## src/rtl/pipe_stage_reg.sv

```systemverilog
// Registered pipeline stage with flushable control field and non-flushed data field.
// Define PIPE_STAGE_SKID_EN to add the skid register so in_ready is a pure register output.
`timescale 1ns/1ps
module pipe_stage_reg #(
    parameter int CTRL_W = 8,
    parameter int DATA_W = 160
) (
    input  logic              clk,
    input  logic              reset,
    input  logic              flush,
    input  logic              in_valid,
    output logic              in_ready,
    input  logic [CTRL_W-1:0] in_ctrl,
    input  logic [DATA_W-1:0] in_data,
    output logic              out_valid,
    input  logic              out_ready,
    output logic [CTRL_W-1:0] out_ctrl,
    output logic [DATA_W-1:0] out_data,
    output logic [1:0]        occupancy
);

    // Handshake: an entry moves across a port on a rising edge where valid and ready
    // are both high; valid never depends on ready, and a held entry stays stable until taken.
    typedef enum logic [1:0] {
        EMPTY = 2'd0,
        FULL  = 2'd1,
        SKID  = 2'd2
    } state_t;

    state_t            state;
    logic [CTRL_W-1:0] m_ctrl;
    logic [DATA_W-1:0] m_data;
    logic              accept;
    logic              transfer;

    assign accept    = in_valid && in_ready;
    assign transfer  = out_valid && out_ready;
    assign out_valid = (state != EMPTY);
    assign out_ctrl  = out_valid ? m_ctrl : '0;
    assign out_data  = m_data;
    assign occupancy = state;

`ifdef PIPE_STAGE_SKID_EN
    logic [CTRL_W-1:0] s_ctrl;
    logic [DATA_W-1:0] s_data;
    logic              in_ready_q;

    assign in_ready = in_ready_q;

    // in_ready_q tracks "next state is not SKID" so out_ready never reaches in_ready.
    always_ff @(posedge clk or negedge reset) begin
        if (!reset) begin
            state      <= EMPTY;
            m_ctrl     <= '0;
            m_data     <= '0;
            s_ctrl     <= '0;
            s_data     <= '0;
            in_ready_q <= 1'b1;
        end else if (flush) begin
            state      <= EMPTY;
            m_ctrl     <= '0;
            s_ctrl     <= '0;
            in_ready_q <= 1'b1;
        end else begin
            case (state)
                EMPTY: begin
                    if (accept) begin
                        m_ctrl <= in_ctrl;
                        m_data <= in_data;
                        state  <= FULL;
                    end
                end
                FULL: begin
                    if (accept && transfer) begin
                        m_ctrl <= in_ctrl;
                        m_data <= in_data;
                    end else if (accept) begin
                        s_ctrl     <= in_ctrl;
                        s_data     <= in_data;
                        state      <= SKID;
                        in_ready_q <= 1'b0;
                    end else if (transfer) begin
                        state <= EMPTY;
                    end
                end
                SKID: begin
                    if (transfer) begin
                        m_ctrl     <= s_ctrl;
                        m_data     <= s_data;
                        state      <= FULL;
                        in_ready_q <= 1'b1;
                    end
                end
                default: begin
                    state      <= EMPTY;
                    in_ready_q <= 1'b1;
                end
            endcase
        end
    end
`else
    // Without a skid slot the stage can only refill in the cycle its entry leaves.
    assign in_ready = !out_valid || out_ready;

    always_ff @(posedge clk or negedge reset) begin
        if (!reset) begin
            state  <= EMPTY;
            m_ctrl <= '0;
            m_data <= '0;
        end else if (flush) begin
            state  <= EMPTY;
            m_ctrl <= '0;
        end else if (accept) begin
            m_ctrl <= in_ctrl;
            m_data <= in_data;
            state  <= FULL;
        end else if (transfer) begin
            state <= EMPTY;
        end
    end
`endif

endmodule

```

## config.mk

```make
export PLATFORM = sky130hd
export DESIGN_NAME = pipe_stage_reg
export DESIGN_NICKNAME = d
export VERILOG_FILES = /design/src/rtl/pipe_stage_reg.sv
export SDC_FILE = /design/constraint.sdc
export NUM_CORES = 1
export LEC_CHECK = 0
export ABC_AREA = 1
export BUFFER_PORTS_ARGS = -buffer_cell sky130_fd_sc_hd__buf_2
export CORE_AREA = 2 2 132 134
export DETAILED_ROUTE_END_ITERATION = 8
export DIE_AREA = 0 0 134 136
export PLACE_DENSITY_LB_ADDON = 0.05
export SLEW_MARGIN = 10
export SYNTH_ARGS = -nofsm -noshare
export SYNTH_HDL_FRONTEND = slang
export SYNTH_SLANG_ARGS = --single-unit
```

## constraint.sdc

```tcl
create_clock -name clk -period 2 [get_ports clk]
set_input_delay 0.3 -clock clk [delete_from_list [all_inputs] [get_ports clk]]
set_output_delay 0.3 -clock clk [all_outputs]
set_load 0.02 [all_outputs]
```

==> results of run 1 <==
-- cell families (layout without fill, tap and decap cells) --
group / Yosys count / in the layout
buf+inv: 87 / 404
other cells: 1 / 3
simple gates: 515 / 515
compound gates: 1 / 1
flops: 169 / 169
-- critical path, delay by kind of cell, from the launching register on --
family	cells	cell delay (ns)
buffers and inverters	3	0.42
DFF	1	0.39
and+or+nand+nor	1	0.07
-- per-layer routing --
metal  vias up  GRT usage [%]  wire, um
met5         -              0         0
met4         0           8.33       486
met3        30           7.42      1700
met2       246           38.6     10600
met1      3163           31.8      9520
li1       3225              -         -
-- final timing paths --
path                                          startpoint  depth (start not counted)  slack, ns                         to
worst max register to register  occupancy[0]$_DFFE_PN0P_                          4       0.58   out_data[21]$_DFFE_PN0P_
max in group asynchronous                          reset                          3       0.96   out_data[90]$_DFFE_PN0P_
worst min-delay path                               flush                          2       0.08   occupancy[0]$_DFFE_PN0P_
worst min register to register  out_data[81]$_DFFE_PN0P_                          2       0.46   out_data[81]$_DFFE_PN0P_
worst max-delay path            occupancy[0]$_DFFE_PN0P_                          4       0.41                out_ctrl[6]
min in group asynchronous                          reset                          2       0.38  out_data[132]$_DFFE_PN0P_
-- layout by cell type, fill, tap and decap left out --
master / n
buf_2: 341
nand2_1: 337
dfrtp_1: 169
nand4_1: 168
clkbuf_16: 17
buf_4: 11
inv_1: 10
nand3_1: 8
buf_12: 8
clkinvlp_4: 4
clkbuf_8: 3
clkinv_4: 3
diode_2: 2
clkinv_2: 2
nand2_4: 1
inv_4: 1
nand3_4: 1
a21oi_1: 1
conb_1: 1
bufinv_16: 1
clkbuf_1: 1
dlygate4sd3_1: 1
buf_6: 1
-- power breakdown --
| part | internal [mW] | total, mW | switching, mW |
|---|---|---|---|
| Clock | 1.81 | 3.17 | 1.36 |
| Sequential | 3.90 | 4.14 | 0.240 |
| Combinational | 0.714 | 2.17 | 1.46 |
-- state kept, by name (all words and copies together) (netlist names) --
| signal | cells |
|---|---|
| m_ctrl | 8 |
| occupancy | 1 |
| out_data | 160 |
-- through the flow --
stage / instance area (um^2) / hold WS, ns / cells / total power [mW] / worst slack [ns]
6_report: 9490 / 0.0809 / 1317 / 9.48 / 0.412
5_1_grt: 9490 / 0.0774 / 1317 / 9.95 / 0.335
4_1_cts: 9490 / 0.0626 / 1315 / 9.57 / 0.393
3_5_place_dp: 8910 / 0.258 / 1283 / 6.38 / 0.568
3_3_place_gp: 8910 / 0.267 / 1283 / 6.36 / 0.573
2_1_floorplan: 7030 / 0.00441 / 773 / 5.42 / 0.654
-- repair_timing --
item                                   in CTS  in global routing
setup buffers                               0                  0
hold buffers                                1                  0
endpoints found under the hold margin      41                  0
-- area by class of cell --
class,count,area [um^2]
Fill cell,1590,7390
Inverter,11,43.8
Clock buffer,21,470
Multi-Input combinational cell,517,2390
Tap cell,225,282
Antenna cell,2,5.00
Sequential cell,169,4230
Timing Repair Buffer,362,1970
Clock inverter,10,96.3
==> flow_summary_export.csv, run 1 <==
group,metric,value,unit
run_status,status,"finished clean",
die,die_area,0.0182,mm^2
yosys,synthTopCellsByArea,"dfrtp_1, nand2_1, nand4_1, buf_2, clkbuf_1",
die,die_y,136,um
worst_setup_path,cp-start-kind,"flop",
yosys,synth-edff-count,0,
layout,nets,1251,
yosys,synthMuxAreaShare,0,%
timing,relSlewSlack,60.6,%
die,io_pins,345,
yosys,synthAdderAreaFrac,0,%
worst_setup_path,cp_cell_sequence,"buf_4, nand2_1, inv_1, buf_2",
grt,grt_pass1_vias,6230,
cts,cts_resized,0,
layout,syn_to_final_growth,35.1,%
yosys,netlist_instances,773,
timing,finClkSkew,0.00572,ns
timing,tns,0,ns
cts,cts_buffers,17,
yosys,synth_nets,946,
worst_setup_path,cp_slowest_cell,"dfrtp_1",
place,port_buffers,343,
cts,cts.sinks,169,
die,core_region_area,0.0169,mm^2
layout,postLayoutCoreUtil,56.2,%
yosys,synth-simple-area-share,33.9,%
grt,antenna_found_initial,2,
detailed_routing,drtAntennaViolNets,0,
detailed_routing,vias,6664,
worst_setup_path,path_class,"reg -> out",
yosys,synth_ff_type,"dfrtp_1",
grt,grt.total_usage,24.3,%
worst_setup_path,worstPathRequired,1.70,ns
detailed_routing,totalWireLength,22300,um
cts,h-tree-depth,4,
job,drv_cap,0,
yosys,synth_common_cells,"nand2_1, dfrtp_1, nand4_1",
cts,cts_tree,"done",
yosys,synth_compound_area_share,0.0712,%
grt,grt_max_degree,89,
pwr,p_leak,5.46,nW
detailed_routing,routedWlPerCell,16.9,um
yosys,synth-seq-area-share,60.2,%
worst_setup_path,arrival,1.29,ns
timing,worstMarginPinSlew,0.591,ns
detailed_routing,via_per_inst,5.06,
worst_setup_path,max_stage_delay,0.39,ns
detailed_routing,drt_drc_violations_left,0,
yosys,synth_top_family_by_area,"simple AND/OR/NAND/NOR gates",
timing,slew_viol_final,0,
die,start_util,41.6,%
timing,fmax,630,MHz
grt,grt_pass1_wl,34600,um
yosys,synth-xor-area-share,0,%
yosys,yosys_warnings,0,
worst_setup_path,worst-path-max-fanout,10,
yosys,yosysTopAreaCell,"dfrtp_1",
cts,root_buffer,"clkbuf_16",
timing,rsz0062_at_grt,"false",
layout,layout-drive-gt1-share,36.1,%
cts,clk_latency,0.42,ns
timing,final_hold_viol_count,0,
pwr,p_per_area,999,mW/mm^2
yosys,synth_cell_types,15,
die,dieWidth,134,um
timing,finalSetupViolCount,0,
yosys,syn_area,0.00703,mm^2
place,place_congestion,0.777,
yosys,yosysMostFrequentCell,"nand2_1",
die,row_count,48,
cts,clk_path_buf_depth,2,
timing,post-route-min-period,1.59,ns
yosys,async_reset_ff_share,100,%
cts,clk_pin_slew,0.06,ns
yosys,yosysTopAreaCellShare,60.2,%
pwr,peakVddDrop,0.611,mV
yosys,yosys_register_bits,169,
detailed_routing,firstDrtPassIters,4,
worst_hold_path,hold_path.class,"in -> reg",
grt,grt.overflow.total,0,
worst_setup_path,worstSetupEndpointType,"output pin",
place,dp_hpwl,14500,um
detailed_routing,drt_iter0_markers,460,
timing,period_share,79.4,%
yosys,syn_avg_cell_area,9.09,um^2
Power figures use the tool's default switching activity.
==> run 2: changes to the inputs <==
- clock period: 2 -> 1.5 ns (I/O delays scaled with it)
==> run 2 against run 1 <==
  * Sequential share of layout area down 0.94 points
  * Count of clock-buffer cells in the layout unchanged
  * Die area unchanged
  * Core utilization rose by 1.2 points
  * Combinational power increased by 35%
  * First-iteration DRC count is 7.6% higher
  * Power increased by 34%
  * Cell area is 2.2% higher
  * Highest routed layer is now met5
  * Setup slack worse by 0.36 ns
  * Largest power group unchanged
  * Via count rose by 1.2%
==> flow_summary_export.csv, run 2 (synthesis results as in run 1) <==
group,metric,value,unit
worst_hold_path,min_from,"flush",
timing,rsz0062_at_grt,"true",
worst_setup_path,cp-start-kind,"flop",
die,die_y,136,um
detailed_routing,drtAntennaViolNets,0,
worst_setup_path,worst-path-max-fanout,10,
worst_setup_path,worstPathRequired,1.27,ns
detailed_routing,totalWireLength,22500,um
worst_hold_path,min_path_cells,2,
cts,h-tree-depth,4,
worst_setup_path,reg2reg_depth,6,
pwr,total_power,12.7,mW
die,start_util,41.6,%
worst_setup_path,critPathBufInv,3,
timing,finClkSkew,0.00997,ns
grt,grt.overflow.total,0,
layout,syn_to_final_growth,38.0,%
detailed_routing,vias,6742,
layout,nets,1257,
pwr,p_leak,5.57,nW
worst_setup_path,arrival,1.22,ns
cts,clk_latency,0.42,ns
place,dp_hpwl,14400,um
timing,fmax,690,MHz
layout,largest_reg_flops,160,
cts,cts_tree,"done",
die,core_region_area,0.0169,mm^2
timing,final_hold_viol_count,0,
grt,grt_pass1_wl,34400,um
timing,slew_viol_final,0,
grt,grt_pass1_vias,6273,
die,row_count,48,
die,dieWidth,134,um
die,io_pins,345,
cts,root_buffer,"clkbuf_16",
worst_setup_path,cp_cell_sequence,"buf_6, nand2_1, inv_1, buf_4",
cts,clk_pin_slew,0.06,ns
worst_setup_path,worstSetupEndpointType,"output pin",
layout,layout-drive-gt1-share,36.4,%
grt,antenna_found_initial,4,
cts,cts_buffers,17,
layout,seqCellArea,0.00423,mm^2
layout,multi_input_area,0.00240,mm^2
run_status,status,"finished clean",
timing,finalSetupViolCount,0,
worst_hold_path,hold_path.class,"in -> reg",
place,place_congestion,0.792,
worst_setup_path,max_stage_delay,0.41,ns
detailed_routing,via_per_inst,5.10,
pwr,peakVddDrop,0.809,mV
layout,fill_cells,1605,
job,drv_cap,0,
die,die_area,0.0182,mm^2
timing,period_share,96.6,%
detailed_routing,drt_iter0_markers,495,
grt,grt_max_degree,88,
cts,cts.sinks,169,
place,port_buffers,343,
detailed_routing,firstDrtPassIters,5,
pwr,p_per_area,1310,mW/mm^2
layout,final_cell_mix,"nand2_1, buf_2, dfrtp_1, nand4_1, clkbuf_16",
detailed_routing,drt_drc_violations_left,0,
timing,worst_slack,0.0516,ns
layout,postLayoutCoreUtil,57.5,%
worst_setup_path,r2r_start,"occupancy[0]$_DFFE_PN0P_",
worst_hold_path,min_to,"occupancy[0]$_DFFE_PN0P_",
worst_setup_path,path_class,"reg -> out",
layout,final_common_cell,"nand2_1",
worst_setup_path,cp_slowest_cell,"dfrtp_1",
place,post-place-ws,0.166,ns
worst_setup_path,r2r_end,"out_data[98]$_DFFE_PN0P_",
worst_setup_path,crit_family,"flip-flops",
timing,post-route-min-period,1.45,ns
grt,grt.total_usage,24.1,%
worst_setup_path,ff2ff_setup_slack,0.09,ns
cts,clk_path_buf_depth,2,
detailed_routing,routedWlPerCell,17.1,um
run 2: changes by cell type in the layout (fill, tap and decap cells not counted), moves of 2 or more:
cell | before | now
buf_12 | 8 | 13
buf_2 | 341 | 332
buf_4 | 11 | 16
buf_6 | 1 | 3
bufbuf_16 | 0 | 2
clkinv_4 | 3 | 1
clkinvlp_4 | 4 | 2
run 2: layout make-up:
| cell class | instances | share of cell area, % |
|---|---|---|
| Inverter | 11 | 0.452 |
| Clock buffer | 21 | 4.75 |
| Timing Repair Buffer | 368 | 22.5 |
| Antenna cell | 3 | 0.0774 |
| Clock inverter | 8 | 1.02 |
| Multi-Input combinational cell | 517 | 24.7 |
| Tap cell | 225 | 2.90 |
| Sequential cell | 169 | 43.6 |
run 2: worst reg2reg max path, cell delays in order (launching register included):
cell and delay (ns):
dfrtp_1 0.41, nand2_4 0.09, buf_4 0.14, buf_12 0.24
buf_16 0.25, nand4_1 0.13, nand2_1 0.10
run 2: worst max path at each step:
stage	end	startpoint	depth (start not counted)	slack [ns]
floorplan	out_data[113]$_DFFE_PN0P_	occupancy[0]$_DFFE_PN0P_	7	0.15
global placement	out_data[106]$_DFFE_PN0P_	out_ready	7	0.19
detailed placement	out_data[115]$_DFFE_PN0P_	out_ready	7	0.17
CTS	out_ctrl[1]	occupancy[0]$_DFFE_PN0P_	4	0.02
global route	out_ctrl[2]	occupancy[0]$_DFFE_PN0P_	4	-0.003
finish	out_ctrl[5]	occupancy[0]$_DFFE_PN0P_	4	0.05
run 2: metal layers:
layer / share of wire (%) / global-route usage [%] / up-vias
li1: - / - / 3244
met1: 41 / 31.0 / 3188
met2: 48 / 38.5 / 278
met3: 8.2 / 7.35 / 30
met4: 1.9 / 8.87 / 2
met5: 0.058 / 0 / -
run 2: stage by stage:
step	instance area (um^2)	TNS, ns	std cells	hold slack (ns)
finish	9700	0	1322	0.0171
global route	9700	-0.00305	1322	0.00751
CTS	9650	0	1319	0.00108
detailed placement	9000	0	1285	0.160
global placement	9000	0	1285	0.163
floorplan	7030	0	773	-0.0706
run 2: timing repair:
action                                 4_1_cts  5_1_grt
resized for setup                            1       12
setup endpoints to repair                    6       52
endpoints found under the hold margin       29        0
gates cloned                                 2        0
pin swaps                                    1        0
setup buffers                                2        0
hold buffers                                 1        0
run 2: power by group:
group / internal, mW / switching (mW)
Combinational: 1.01 / 1.94
Clock: 2.51 / 1.73
Sequential: 5.20 / 0.333
==> run 3: changes to the inputs <==
- SETUP_SLACK_MARGIN: not set -> 0.5
==> run 3 against run 2 <==
  * The flow now finishes with violations (setup timing)
  * Core utilization is 23 points higher
  * Non-clock buffer count is 182 higher
  * Global-route usage is 6.8 points higher
  * Clock skew hardly changed
  * Combinational power is 80% higher
  * Worst hold slack better by 0.018 ns
  * Via count is 22% higher
  * Critical path type is now reg -> reg
  * Largest power group unchanged
==> flow_summary_export.csv, run 3 (synthesis results as in run 1) <==
group,metric,value,unit
timing,rsz0062_at_grt,"true",
layout,layout-drive-gt1-share,57.1,%
place,place_area,0.00899,mm^2
die,die_area,0.0182,mm^2
layout,syn_to_final_growth,92.4,%
worst_setup_path,worst-path-max-fanout,8,
pwr,clkPwrFrac,28.8,%
grt,grt.total_usage,30.9,%
die,start_util,41.6,%
cts,root_buffer,"clkbuf_16",
pwr,power.internal,10.5,mW
worst_setup_path,crit_family,"buffers and inverters",
worst_setup_path,worstSetupEndpointType,"flop",
worst_setup_path,cp-start-kind,"flop",
worst_setup_path,worstPathRequired,1.82,ns
detailed_routing,firstDrtPassIters,5,
worst_setup_path,max_stage_delay,0.45,ns
die,core_region_area,0.0169,mm^2
pwr,p_leak,7.23,nW
worst_setup_path,path_class,"reg -> reg",
timing,finClkSkew,0.0102,ns
timing,period_share,102,%
timing,post-route-min-period,1.53,ns
layout,final_cell_mix,"nand2_1, buf_6, buf_2, nand4_1, dfrtp_1",
worst_setup_path,cp_cell_sequence,"nand2_8, buf_16, buf_12, buf_16, buf_12, buf_12, nand4_1, nand2_2",
place,place_congestion,0.820,
layout,nets,1439,
detailed_routing,drt_iter0_markers,525,
detailed_routing,routedWlPerCell,20.9,um
cts,cts_tree,"done",
timing,final_hold_viol_count,0,
pwr,p_seq_share,37.1,%
pwr,total_power,15.5,mW
grt,grt.busiest_layer,"met2",
pwr,sw_frac_of_total,32.1,%
worst_setup_path,cp_common_cell,"buf_12",
grt,grt_use_met3,8.43,%
worst_setup_path,critPathBufInv,5,
layout,final_common_cell,"nand2_1",
place,port_buffers,343,
pwr,combPwrFrac,34.2,%
timing,finalSetupViolCount,26,
place,dp_hpwl,14400,um
die,die_y,136,um
run_status,violations,"setup timing",
cts,cts.sinks,169,
run_status,status,"finished with violations",
timing,fmax,652,MHz
die,io_pins,345,
grt,grt.overflow.total,0,
worst_setup_path,arrival,1.85,ns
pwr,peakVddDrop,0.859,mV
grt,grt_max_degree,92,
cts,clk_latency,0.44,ns
timing,worst_slack,-0.0339,ns
die,dieWidth,134,um
detailed_routing,totalWireLength,31500,um
job,drv_cap,0,
cts,cts_buffers,17,
grt,grtUsageMet1,38.5,%
place,post-place-ws,0.101,ns
cts,clk_path_buf_depth,2,
detailed_routing,vias,8193,
grt,antenna_found_initial,5,
timing,slew_viol_final,0,
detailed_routing,drtAntennaViolNets,0,
grt,grt_pass1_vias,7791,
pwr,p_per_area,1150,mW/mm^2
grt,grt_pass1_wl,42900,um
layout,postLayoutCellArea,0.0135,mm^2
cts,clk_pin_slew,0.07,ns
pwr,power.switching,4.97,mW
detailed_routing,via_per_inst,5.43,
die,row_count,48,
grt,use_met2,49.4,%
worst_setup_path,cp_slowest_cell,"dfrtp_2",
worst_hold_path,hold_path.class,"in -> reg",
detailed_routing,drt_drc_violations_left,0,
layout,largest_reg_flops,160,
cts,h-tree-depth,4,
## run 3: changes by cell type in the layout (fill, tap and decap cells not counted), sizes merged
cell | previous run | this run
dlygate4sd3 | 1 | 2
clkbuf | 21 | 29
diode | 3 | 5
inv | 11 | 12
clkinv | 4 | 5
buf | 365 | 537
bufbuf | 2 | 3
## run 3: power groups by stage
stage,clock [mW],sequential (mW),combinational [mW]
6_report,4.46,5.74,5.30
3_3_place_gp,0,5.60,2.90
4_1_cts,4.47,5.68,4.39
3_5_place_dp,0,5.59,2.93
5_1_grt,4.69,5.80,5.57
2_1_floorplan,0,6.40,0.852
## run 3: worst min-delay path, cell delays in order
cell and delay (ns):
buf_2 0.09, nand4_1 0.07, nand2_1 0.05
## run 3: metrics by stage
stage          hold slack, ns  util, %  TNS (ns)  instances
4_1_cts                0.0220     72.7    -0.306       1418
6_report               0.0351     80.1    -0.288       1508
5_1_grt                0.0257     80.1     -3.04       1508
2_1_floorplan         -0.0706        -         0        773
3_5_place_dp            0.117     53.2         0       1285
3_3_place_gp            0.121     53.2         0       1285
## run 3: area by class of cell
cell class                 instances  area, um^2
sequential                       169        4230
tap                              225         282
inverter                          11        43.8
timing repair buffer             550        5470
fill                            1011        3360
clock inverter                    10         120
clock buffer                      21         460
multi-input combinational        517        2900
antenna                            5        12.5
## run 3: routing by layer
| metal | routed length (um) | vias to the layer above |
|---|---|---|
| met5 | 0 | - |
| met1 | 11600 | 3975 |
| li1 | - | 3633 |
| met2 | 15400 | 458 |
| met3 | 2730 | 127 |
| met4 | 1730 | 0 |
## run 3: path summary, 6_finish.rpt
check | slack [ns] | endpoint | from | depth (start not counted)
setup / recovery | -0.03 | out_data[108]$_DFFE_PN0P_ | occupancy[0]$_DFFE_PN0P_ | 8
hold / removal | 0.04 | out_data[58]$_DFFE_PN0P_ | in_data[58] | 3
setup reg to reg | -0.03 | out_data[108]$_DFFE_PN0P_ | occupancy[0]$_DFFE_PN0P_ | 8
hold reg to reg | 0.49 | out_data[69]$_DFFE_PN0P_ | out_data[69]$_DFFE_PN0P_ | 2
max in group asynchronous | 0.69 | out_data[72]$_DFFE_PN0P_ | reset | 3
min in group asynchronous | 0.22 | out_data[95]$_DFFE_PN0P_ | reset | 2
## run 3: repair_timing
item,in CTS,in global routing
hold buffers,2,0
setup buffers,72,77
pin swaps,54,44
cloned,28,8
resized for setup,438,142
hold endpoints to repair,149,0
setup endpoints to repair,340,340
